[config.mk]
export PLATFORM = sky130hd
export DESIGN_NAME = k_fixeddragonfly_collector
export DESIGN_NICKNAME = d
export VERILOG_FILES = /design/src/rtl/k_fixeddragonfly_collector.sv
export SDC_FILE = /design/constraint.sdc
export NUM_CORES = 1
export LEC_CHECK = 0
export ABC_AREA = 0
export BUFFER_PORTS_ARGS = -buffer_cell sky130_fd_sc_hd__clkbuf_2
export CORE_MARGIN = 3
export CORE_UTILIZATION = 55
export CTS_CLUSTER_DIAMETER = 80
export CTS_CLUSTER_SIZE = 12
export DETAILED_ROUTE_END_ITERATION = 7
export PLACE_DENSITY = 0.72
export SYNTH_ARGS = -nofsm -noshare
export SYNTH_HDL_FRONTEND = slang
export SYNTH_SLANG_ARGS = --single-unit
export TNS_END_PERCENT = 30
[constraint.sdc]
create_clock -name clk -period 7.3 [get_ports clk]
set_clock_uncertainty 0.1 [all_clocks]
set_input_delay 1.46 -clock clk [delete_from_list [all_inputs] [get_ports clk]]
set_output_delay 1.46 -clock clk [all_outputs]
set_load 0.1 [all_outputs]
[src/rtl/k_fixeddragonfly_collector.sv]
// Collects radix-4 dragonfly group results into a ping-pong frame buffer in
// natural frequency order and streams each completed frame out one bin per cycle.
module k_fixeddragonfly_collector #(
    parameter int N  = 16,
    parameter int W  = 16,
    parameter int GW = $clog2(N/4)
) (
    input  logic                 clk,
    input  logic                 rst_n,
    input  logic                 grp_valid,
    output logic                 grp_ready,
    input  logic [GW-1:0]        grp_idx,
    input  logic [W-1:0]         in0,
    input  logic [W-1:0]         in1,
    input  logic [W-1:0]         in2,
    input  logic [W-1:0]         in3,
    input  logic                 flush,
    output logic                 out_valid,
    input  logic                 out_ready,
    output logic [W-1:0]         out_data,
    output logic [$clog2(N)-1:0] out_idx,
    output logic                 out_last,
    output logic                 dup_err
);
    localparam int AW = $clog2(N);
    localparam int Q  = N/4;

    typedef enum logic [1:0] {S_EMPTY, S_FILLING, S_FULL, S_DRAINING} bank_st_t;

    bank_st_t       r_st [2];
    bank_st_t       w_st_nxt [2];
    logic           r_wb, r_rb;
    logic [GW-1:0]  r_gc;
    logic [Q-1:0]   r_mask [2];
    logic [AW-1:0]  r_ra;
    logic           r_dup;
    logic [W-1:0]   r_mem [2][N];

    logic           w_acc, w_out_hs, w_last_hs, w_gc_last;
    logic [W-1:0]   w_in [4];
    logic [AW-1:0]  w_addr [4];

    assign w_in[0] = in0;
    assign w_in[1] = in1;
    assign w_in[2] = in2;
    assign w_in[3] = in3;

    assign grp_ready = (r_st[r_wb] == S_EMPTY) || (r_st[r_wb] == S_FILLING);
    // flush wins over a same-cycle group: the group is dropped, not written
    assign w_acc     = grp_valid && grp_ready && !flush;
    assign w_gc_last = (r_gc == GW'(Q-1));

    assign out_valid = (r_st[r_rb] == S_FULL) || (r_st[r_rb] == S_DRAINING);
    assign w_out_hs  = out_valid && out_ready;
    assign w_last_hs = w_out_hs && (r_ra == AW'(N-1));
    assign out_data  = r_mem[r_rb][r_ra];
    assign out_idx   = r_ra;
    assign out_last  = (r_ra == AW'(N-1));
    assign dup_err   = r_dup;

    // Output k of group g belongs to bin g + k*N/4
    always_comb begin
        for (int k = 0; k < 4; k++) begin
            w_addr[k] = AW'(grp_idx) + AW'(k*Q);
        end
    end

    always_comb begin
        for (int b = 0; b < 2; b++) begin
            w_st_nxt[b] = r_st[b];
            case (r_st[b])
                S_EMPTY: begin
                    if (w_acc && r_wb == 1'(b))
                        w_st_nxt[b] = w_gc_last ? S_FULL : S_FILLING;
                end
                S_FILLING: begin
                    if (flush && r_wb == 1'(b))
                        w_st_nxt[b] = S_EMPTY;
                    else if (w_acc && r_wb == 1'(b) && w_gc_last)
                        w_st_nxt[b] = S_FULL;
                end
                S_FULL: begin
                    if (r_rb == 1'(b))
                        w_st_nxt[b] = w_last_hs ? S_EMPTY : S_DRAINING;
                end
                S_DRAINING: begin
                    if (w_last_hs)
                        w_st_nxt[b] = S_EMPTY;
                end
                default: w_st_nxt[b] = S_EMPTY;
            endcase
        end
    end

    always_ff @(posedge clk or negedge rst_n) begin
        if (!rst_n) begin
            r_st[0]   <= S_EMPTY;
            r_st[1]   <= S_EMPTY;
            r_wb      <= 1'b0;
            r_rb      <= 1'b0;
            r_gc      <= '0;
            r_mask[0] <= '0;
            r_mask[1] <= '0;
            r_ra      <= '0;
            r_dup     <= 1'b0;
        end else begin
            r_st[0] <= w_st_nxt[0];
            r_st[1] <= w_st_nxt[1];
            if (flush) begin
                r_gc         <= '0;
                r_mask[r_wb] <= '0;
            end else if (w_acc) begin
                if (r_mask[r_wb][grp_idx])
                    r_dup <= 1'b1;
                if (w_gc_last) begin
                    r_gc         <= '0;
                    r_mask[r_wb] <= '0;
                    r_wb         <= ~r_wb;
                end else begin
                    r_gc                  <= r_gc + GW'(1);
                    r_mask[r_wb][grp_idx] <= 1'b1;
                end
            end
            if (w_out_hs)
                r_ra <= w_last_hs ? '0 : r_ra + AW'(1);
            if (w_last_hs)
                r_rb <= ~r_rb;
        end
    end

    // Sample storage carries no reset; contents are only meaningful once written
    always_ff @(posedge clk) begin
        if (w_acc) begin
            for (int k = 0; k < 4; k++) begin
                r_mem[r_wb][w_addr[k]] <= w_in[k];
            end
        end
    end
endmodule

* Word-level counts from Yosys, hierarchy flattened *
Memories as Yosys holds them, arrays and structs flattened.
Index checks and enable logic that the tools add are counted.

storage, ports and cells
  bits in registers = 21
  memory bits (writable) = 512
  input port bits = 71
  output and inout port bits = 24
  word-level logic and storage cells = 1,677
  memories = 1

memory list
  memory  depth  width  read ports  clocked after Yosys merged registers in  wr ports  RTL line  RTL
  r_mem   2      256    1           0                                        1         37        logic [W-1:0] r_mem [2][N];

operators by class
  add/sub/neg operators = 5
  $lt $le $gt $ge = 14
  eq/ne operators = 19
  muxes and demuxes = 821
  bitwise operators = 781
  reductions and logical operators = 27

operators by type and width
  cell                                                        number
  two-way mux 256 bit                                         4
  two-way mux 1 bit                                           771
  OR 1 bit                                                    768
  demux 16 bit (select 4 bit)                                 4
  two-way mux 16 bit                                          6
  binary-select mux 16 bit (select 4 bit)                     1
  two-way mux 2 bit                                           20
  greater-or-equal comparator 5 bit, second input constant    5
  two-way mux 4 bit                                           6
  two-way mux 8 bit                                           3
  less-than comparator 5 x 1 -> 1 bit, second input constant  4
  NOT 4 -> 5 bit                                              4
  logical AND 1 bit                                           16
  case mux 2 bit (4 select lines)                             2
  equality test 2 bit, second input constant                  7
  != test 2 bit, second input constant                        6
  AND 8 bit                                                   1
  demux 4 bit (select 1 bit)                                  2
  NOT 8 bit                                                   1
  OR 8 bit                                                    1
  AND reduction 4 bit                                         2
  equality test 2 x 1 -> 1 bit, second input constant         3
  zero test 2 bit                                             3
  != test 3 bit, second input constant                        2
  19 further kinds                                            25

* Logic depth before layout (Yosys ltp) *
  depth in word-level cells = 13
  gate-level depth with buffers = 8
  gate-level depth less buffers = 5

* Worst setup path before layout *
OpenSTA, ideal clock, no wires.

  path type = in2reg
  from = input port flush
  to = memory r_mem[0][112] in the netlist's numbering (enable)
  setup time = 0.567 ns
  arrival = 6.517 ns
  data required time = 6.633 ns
  setup slack = 0.116 ns
  stages on the path = 4
  buffers on the path = 1
  cells stage by stage = clkbuf_1 nand2b_1 or3_1 nor3_1

on the way
  longest elaborated chain between the ends = 7
  elaborated cells between the ends (all ways) = 10
  classes of those cells = mux (5); bitwise (3); reduce/logical (2)

ends and longest elaborated chain
  what                                       RTL line  RTL
  from (decl)                                17        input logic flush,
  zero test 1 bit *                          50        assign w_acc = grp_valid && grp_ready && !flush;
  logical AND 1 bit *                        50
  two-way mux 1 bit *                        133       if (w_acc) begin
  two-way mux 256 bit (implied by the code)  135       r_mem[r_wb][w_addr[k]] <= w_in[k];
  OR 1 bit (no line) (2 in a row)            -
  OR 1 bit (no line) *                       -
  to (decl)                                  37

Mark *: on every way between the ends. The rest lies on a longest branch, timed or not.

* Worst setup path after layout *
  from = register r_ra[1] (netlist: out_idx[1])
  to = output port out_data[5]

on the way
  longest elaborated chain between the ends = 4

ends and longest elaborated chain
  what                                                   RTL line  RTL
  from (decl)                                            35        logic [AW-1:0] r_ra;
  from (signal assigned)                                 125       r_ra <= w_last_hs ? '0 : r_ra + AW'(1);
  NOT 4 -> 5 bit (implied by the code)                   56        assign out_data = r_mem[r_rb][r_ra];
  binary-select mux 16 bit (select 4 bit)                56
  two-way mux 16 bit (implied by the code) (2 in a row)  56
  to (decl)                                              20        output logic [W-1:0] out_data,

No other way between the ends. The select of a mux whose other input is x is not followed.

==> metrics.md <==
| Metric | Value |
|---|---|
| Status | `finished clean` |
| CP Data Required Time | `5740 ps` |
| TritonCTS Buffers | `50` |
| Max FO, Critical Path | `54` |
| Total wire length | `53,000 um` |
| Fin nets | `1,345` |
| Worst Path Buf+Inv | `2` |
| Sequential share of the synthesized area | `0.697` |
| Crit path max-delay cell type | `buf_4` |
| #FFs+latches synth | `533` |
| Max Fclk | `187 MHz` |
| DRT Pass-1 Iters | `5` |
| FFs w/ async S/R, synth | `0.0394` |
| Syn-to-layout area delta | `10.1%` |
| Kind of critical path | `flop to primary output` |
| Routed vias | `11,900` |
| Syn_nets | `1,268` |
| Area of placed instances | `23,800 um^2` |
| CTS clk-pin slew, worst paths | `60 ps` |
| Initial antenna violation count | `3` |
| Vias in the first global route | `12,600` |
| Die Span Y | `210 um` |
| Clock root buffer | `clkbuf_16` |
| Crit path capture type | `primary output` |
| RSZ-0062 raised after global routing | `false` |
| Normalized max-slew margin | `0.316` |
| HP Class | `flop to flop` |
| Port bufs | `94` |
| Worst Path Arrival | `3780 ps` |
| Rows | `73` |
| Worst-path cell chain | `buf_4, mux4_2, a22o_1, a2111oi_0, a21oi_1, clkbuf_2` |
| Drt wl/cell | `29.3 um` |
| PostCTS Resize Cnt | `0` |
| Fill cells | `2,819` |
| Post-synth top area share | `0.674` |
| Hold_buf cts | `0` |
| Ratio of cells with drive above 1 in the final layout | `0.378` |
| Leak | `8.33 nW` |
| Kind of cell adding the most delay to the critical path | `buffers and inverters` |
| Boundary Pins | `95` |
| Final-report setup violation count | `0` |
| Minimum clock period | `5340 ps` |
| Synthesized area | `22,800 um^2` |
| Synth Area per Inst | `19.1 um^2` |
| Core Area | `40,400 um^2` |
| Synth cell types | `49` |
| PD cells | `310 nW/um^2` |
| Antenna Cells | `0` |
| Largest net degree at the start of global routing | `102` |
| Worst-margin pin slew | `1030 ps` |
| Antenna Nets Post-Route | `0` |
| Total GRT Usage | `0.244` |
| # DRC | `0` |
| EDFF count, synth | `512` |
| Sum Neg Setup Slack | `0 ps` |
| Max-slew violation count | `0` |
| Post-CTS setup buffers | `0` |
| Dominant cell type by area after synthesis | `edfxtp_1` |
| DR vias/cell | `6.60` |
| H-Tree Depth | `2` |
| Synth cell count leaders | `512 x edfxtp_1, 182 x mux2_2, 97 x mux4_2, 67 x mux2i_1, 43 x clkbuf_1` |
| Final count of hold timing violations | `0` |
| Tcrit/Tclk final | `0.731` |
| GPL Wtd Cong | `0.740` |
| GRT Residual Overflow | `0` |
| CP Launch Type | `flop` |
| Max-cap violations | `0` |
| Clk sink count | `533` |
| Initial Util | `0.565` |
| Worst-Skew Late Latency | `590 ps` |
| Peak supply drop | `0.351 mV` |
| Die Area | `43,900 um^2` |
| Initial DRC count | `1,130` |
| CTS tree | `done` |
| DP HPWL | `28,000 um` |
| Global-route wire length before repair | `79,900 um` |
| CP peak stage delay | `760 ps` |
| Ys flop type | `edfxtp_1` |
| Ys Warns | `0` |
| Die W | `210 um` |
| Hold_ws | `362 ps` |
| Most frequent cell after synthesis | `edfxtp_1` |
| Post-Synthesis Cells | `1,195` |
| Final Cell Area | `25,100 um^2` |
| Worst-case clock buffer depth | `3` |
| Area contributors post-synth | `edfxtp_1 67%, mux4_2 9.6%, mux2_2 9.0%` |
## cells in the final DEF (no fill, tap or decap), drive strengths merged, types with 3 or more instances in the layout
cell / synthesis / layout
a22o: 18 / 18
edfxtp: 512 / 512
nor3: 7 / 7
mux4: 97 / 97
o21ai: 8 / 8
inv: 4 / 7
nor2: 9 / 9
a22oi: 16 / 16
a21oi: 37 / 37
nand2b: 8 / 8
o221ai: 16 / 16
clkbuf: 44 / 153
o21a: 3 / 3
buf: 51 / 27
a2111oi: 16 / 16
o22ai: 18 / 18
nand2: 16 / 16
nand3: 5 / 5
mux2i: 68 / 68
mux2: 193 / 193
dfrtp: 21 / 21
## metal layers
layer	vias to the layer above	GRT usage	share of wire
met5	-	0	0.00070
met4	6	0.0490	0.015
met3	74	0.0435	0.067
met2	430	0.404	0.50
met1	6362	0.346	0.41
li1	5054	-	-
## cell type report
class                           instances  area, um^2  share of cell area
Multi-Input combinational cell        562        6510               0.259
Inverter                                4        15.0            0.000598
Tap cell                              525         657              0.0262
Timing Repair Buffer                  121         686              0.0273
Clock inverter                          4        42.5             0.00169
Sequential cell                       533       15900               0.634
Clock buffer                           59        1280              0.0512
## worst paths after layout
path / startpoint / end / slack, ps / depth (start not counted)
max: out_idx[1]$_DFFE_PN0P_ / out_data[5] / 1960 / 6
min: dup_err$_DFFE_PN0P_ / dup_err$_DFFE_PN0P_ / 360 / 1
max reg2reg: r_wb$_DFFE_PN0P_ / r_mem[1][85]$_DFFE_PP_ / 3580 / 5
min reg2reg: dup_err$_DFFE_PN0P_ / dup_err$_DFFE_PN0P_ / 360 / 1
max in group asynchronous: rst_n / out_idx[0]$_DFFE_PN0P_ / 5910 / 1
min in group asynchronous: rst_n / r_mask[0]$_DFFE_PN0P_ / 750 / 1
## logic make-up after synthesis
family / after synthesis / synth area share
AO/OA/AOI/OAI: 140 / 0.0428
XOR/XNOR: 3 / 0.00115
adder cells (fa/ha/maj): 2 / 0.00110
buffers and inverters: 100 / 0.0213
flip-flops: 533 / 0.697
multiplexers: 358 / 0.223
AND/OR/NAND/NOR: 59 / 0.0135
## sequential cells by signal (all words and copies together), names as in the netlist
| name | flops |
|---|---|
| r_wb | 1 |
| r_mask | 8 |
| out_idx | 4 |
| dup_err | 1 |
| r_st | 4 |
| r_rb | 1 |
| r_mem | 512 |
| r_gc | 2 |
## power breakdown
group	internal, mW	switching, mW
clock	1.23	1.05
sequential	3.52	0.0894
combinational	0.655	1.25
## through the flow
stage	total power, mW	std cells	util	worst slack [ps]
after detailed placement	5.59	1745	0.589	2580
after global routing	8.07	1808	0.622	1710
after CTS	7.85	1808	0.622	1930
after global placement	5.56	1745	0.589	2590
final	7.79	1808	0.622	1960
after floorplan	5.15	1195	-	116
Note: power is estimated with default switching activity, not from simulation.
